### src/rtl/coef_ram_arbiter.sv
// Round-robin arbiter sharing one single-port, synchronous-read coefficient RAM
// between the NTT butterfly datapath (port 0) and the load/unload engine (port 1).
module coef_ram_arbiter #(
  parameter int WIDTH     = 24,
  parameter int DEPTH     = 256,
  parameter int MAX_BURST = 16,
  localparam int AW       = $clog2(DEPTH),
  localparam int CW       = $clog2(MAX_BURST + 1)
) (
  input  logic             clk,
  input  logic             rst,
  input  logic             req0,
  input  logic             req1,
  input  logic             lock0,
  input  logic             lock1,
  input  logic             we0,
  input  logic             we1,
  input  logic [AW-1:0]    addr0,
  input  logic [AW-1:0]    addr1,
  input  logic [WIDTH-1:0] wdata0,
  input  logic [WIDTH-1:0] wdata1,
  output logic             gnt0,
  output logic             gnt1,
  output logic             rvalid0,
  output logic             rvalid1,
  output logic [WIDTH-1:0] rdata0,
  output logic [WIDTH-1:0] rdata1,
  output logic [AW-1:0]    ram_addr,
  output logic             ram_we,
  output logic [WIDTH-1:0] ram_wdata,
  input  logic [WIDTH-1:0] ram_rdata
);

  localparam logic [CW-1:0] CAP = CW'(MAX_BURST);

  logic          last;
  logic          owner_locked;
  logic [CW-1:0] burst_cnt;
  logic [1:0]    rd_pending;

  logic [1:0] req, lock, we, gnt;
  logic       other, gp, any;

  assign req   = {req1, req0};
  assign lock  = {lock1, lock0};
  assign we    = {we1, we0};
  assign other = ~last;
  assign gp    = gnt[1];
  assign any   = |gnt;

  // While locked, the owner is always the last granted port.
  always_comb begin
    // NOTE: assign a default before any branch so no path leaves gnt unassigned
    // (otherwise synthesis infers a latch).
    gnt = 2'b00;
    if (!rst) begin
      if (owner_locked && burst_cnt == CAP && req[other]) gnt[other] = 1'b1;
      else if (owner_locked && req[last])                gnt[last]  = 1'b1;
      else if (&req)                                     gnt[other] = 1'b1;
      else                                               gnt        = req;
    end
  end

  assign gnt0 = gnt[0];
  assign gnt1 = gnt[1];

  always_comb begin
    ram_addr  = '0;
    ram_we    = 1'b0;
    ram_wdata = '0;
    if (any) begin
      ram_addr  = gp ? addr1  : addr0;
      ram_we    = gp ? we1    : we0;
      ram_wdata = gp ? wdata1 : wdata0;
    end
  end

  // NOTE: sequential state uses non-blocking assignments so every register
  // samples pre-edge values regardless of statement order.
  always_ff @(posedge clk or posedge rst) begin
    if (rst) begin
      last         <= 1'b1;
      owner_locked <= 1'b0;
      burst_cnt    <= '0;
      rd_pending   <= 2'b00;
    end else begin
      rd_pending <= gnt & ~we;
      if (any && lock[gp]) begin
        last         <= gp;
        owner_locked <= 1'b1;
        // Count saturates at the cap so the yield condition stays armed.
        if (owner_locked && last == gp)
          burst_cnt <= (burst_cnt == CAP) ? burst_cnt : CW'(burst_cnt + 1'b1);
        else
          burst_cnt <= CW'(1);
      end else begin
        if (any) last <= gp;
        owner_locked <= 1'b0;
        burst_cnt    <= '0;
      end
    end
  end

  assign rvalid0 = rd_pending[0];
  assign rvalid1 = rd_pending[1];
  assign rdata0  = rd_pending[0] ? ram_rdata : '0;
  assign rdata1  = rd_pending[1] ? ram_rdata : '0;

endmodule

### config.mk
export PLATFORM = sky130hd
export DESIGN_NAME = coef_ram_arbiter
export DESIGN_NICKNAME = d
export VERILOG_FILES = /design/src/rtl/coef_ram_arbiter.sv
export SDC_FILE = /design/constraint.sdc
export NUM_CORES = 1
export LEC_CHECK = 0
export CORE_MARGIN = 1.5
export CORE_UTILIZATION = 25
export DETAILED_ROUTE_END_ITERATION = 10
export PLACE_DENSITY = 0.87
export SYNTH_ARGS = -nofsm -noshare
export SYNTH_HDL_FRONTEND = slang
export SYNTH_SLANG_ARGS = --single-unit
### constraint.sdc
create_clock -name clk -period 3.1 [get_ports clk]
set_clock_uncertainty 0.05 [all_clocks]
set_input_delay 0.31 -clock clk [delete_from_list [all_inputs] [get_ports clk]]
set_output_delay 0.31 -clock clk [all_outputs]
set_load 0.01 [all_outputs]
==> results.md <==
* Status: completed
* Slew Viols, Final at 0
* Post-synth top cells: 48 x and2_1, 33 x a22o_1, 8 x dfrtp_1, 6 x inv_1
* Max Buffers Root-to-Sink at 2
* Routed Antenna Nets at 0
* Async S/R FF share, synth at 100%
* Post-Syn Area at 0.00119 mm2
* Maxcap violations at 0
* Die Ht at 72.1 um
* Synth Instances at 143
* Antenna Cells at 0
* Final wirelength at 6200 um
* First-pass GRT wire length at 9020 um
* IO Pins at 181
* Post-route setup TNS at 0 ns
* Worst min path class: input port to asynchronous set/reset pin
* Primary FF master, synth: dfrtp_1
* DR iter-0 viols at 68
* FF-to-FF Start: burst_cnt[0]
* Inserted Clock Buffers at 3
* Clk pwr share at 20.0%
* Sequential fraction of design power at 20.3%
* Synth top area share at 25.2%
* Worst Path Buf+Inv at 4
* Leak at 1.23 nW
* Initial core utilization at 26.7%
* P_sw at 201 uW
* Max stage delay cell, worst path: clkdlybuf4s50_1
* Logic pwr share at 59.7%
* Final setup fails at 0
* Insertion delay to the later sink of the worst-skew pair at 0.23 ns
* Placed inst area at 0.00306 mm2
* Crit path arrival time at 2.65 ns
* Switching share of power at 29.6%
* GPL Wtd Cong at 0.839
* Largest net degree at the start of global routing at 31
* Final core occ at 70.9%
* DRC viols at 0
* Nets at 422
* Post-synth EDFFs at 0
* Yosys warning total at 0
* Minimum clock period at 3.01 ns
* Crit-path max FO at 14
* CP peak stage delay at 0.55 ns
* Number of cells in the finished layout apart from fillers at 375
* #FFs+latches synth at 9
* Final Hold Fails at 0
* Dpl hpwl at 5110 um
* Worst Path Required at 2.74 ns
* Critical Path Start Type: register
* Tot GR Track Use at 22.0%
* Die width at 72.1 um
* Start point of the critical path: burst_cnt[0]
* Num rows at 24
* Root Buffer Master: clkbuf_8
* P_int at 477 uW
* H-tree depth at 1
* Distinct cell type count after synthesis at 33
* Area Growth Syn to Fin at 166%
* Critical path start-end classification: register to output pin
* IO Port Bufs at 180
* Power per Cell Area at 214 mW/mm2
* Area contributors post-synth: and2_1 25%, a22o_1 24%, dfrtp_1 17%
* Via count at 1857
* Delay-heaviest family, CP: buffers and inverters
* TritonCTS clock tree: built
* Critical path, cell by cell: inv_1, ha_1, and4bb_4, o21ai_1, a311oi_4, buf_4, buf_12, a22o_1, clkdlybuf4s50_1
* Slew @ Worst Pin at 0.770 ns
* Count of hold buffers inserted by post-cts repair at 0
* Worst hold margin at 0.435 ns
* Most frequent cell after synthesis: and2_1
* Routed length per instance at 16.5 um
* Placed insts at 368
* CTS Sinks at 9
* Initial antenna violation count at 0
* Synth area leader: and2_1
* Total die area at 0.00520 mm2
* Period utilization at 97.0%
* Detailed Routing Iterations Pass 1 at 4
* Clock slew at reported path FFs at 0.05 ns
* Seq/Total Area, Yosys at 19.0%
* Avg Cell Area, Syn at 8.35 um2
* Layout Cell Area excl Fill at 0.00317 mm2
* GRT overflow at 0
* Max VDD drop at 0.155 mV
* Synth Net Count at 241
* Core Region at 0.00447 mm2
* CP Capture Type: output pin
* Rel. slew slack at 47.8%
* F_max at 0.333 GHz
* Vias in the first global route at 1721
* Via density per instance at 4.95
* Layout cells sized above 1 at 6.19%
[state kept, by name, summed over array words and instances, names as in the netlist]
name,cells
last,1
owner_locked,1
rd_pending,2
burst_cnt,5
[path summary, 6_finish.rpt]
| path | cells after the start | slack, ns | endpoint |
|---|---|---|---|
| worst max register to register | 7 | 0.83 | burst_cnt[1] |
| worst min-delay path | 2 | 0.43 | burst_cnt[1] |
| min in group clk | 2 | 0.53 | burst_cnt[1] |
| worst max-delay path | 9 | 0.09 | ram_wdata[23] |
| worst min register to register | 2 | 0.53 | burst_cnt[1] |
| max in group asynchronous | 2 | 2.26 | last |
[cell type report]
type	instances	area, um2
clock inverter	1	5.00
clock buffer	3	41.3
fill	356	1300
inverter	6	22.5
tap	52	65.1
timing repair buffer	187	1900
sequential	9	226
multi-input combinational	117	916
[routing by layer]
| layer | track usage [%] | wire [um] | vias up |
|---|---|---|---|
| met5 | 0 | 0 | - |
| met3 | 4.44 | 508 | 8 |
| li1 | - | - | 889 |
| met1 | 24.8 | 2320 | 861 |
| met4 | 6.29 | 89 | 0 |
| met2 | 41.7 | 3280 | 99 |
[cell usage in the layout (no fill, tap or decap), types with 2 or more instances in the layout]
cell | synthesis | layout
xor2_1 | 3 | 3
clkbuf_8 | 0 | 3
and2_1 | 48 | 48
inv_1 | 6 | 6
buf_4 | 1 | 4
clkdlybuf4s50_1 | 0 | 180
buf_12 | 0 | 2
dfrtp_1 | 8 | 8
a211oi_1 | 3 | 3
ha_1 | 2 | 2
nand2_1 | 5 | 5
nand3_1 | 3 | 3
a22o_1 | 33 | 33
[power groups by stage]
stage	logic [mW]	registers [mW]	clock network [mW]
CTS	0.394	0.138	0.138
global route	0.430	0.140	0.146
finish	0.405	0.138	0.135
detailed placement	0.391	0.140	0
floorplan	0.134	0.134	0
global placement	0.386	0.139	0
[metrics by stage]
step / worst slack, ns / total power [mW]
after detailed placement: 0.247 / 0.531
final: 0.0930 / 0.678
after global placement: 0.285 / 0.525
after floorplan: 0.898 / 0.268
after CTS: 0.0468 / 0.671
after global routing: -0.00840 / 0.717
[cells by family after synthesis]
family | share of synthesized area [%]
AOI/OAI and AO/OA | 35.7
adders and majority gates | 2.10
DFF | 19.0
xor gates and xnor gates | 2.94
buffers and inverters | 6.18
and+or+nand+nor | 34.1
[what timing repair did]
action,CTS,global route
hold endpoints to repair,0,0
endpoints found under the setup margin,3,33
cloned,0,1
pin swaps,0,1
setup buffers,0,2
gates resized for setup,1,5
(Power assumes the default switching activity.)
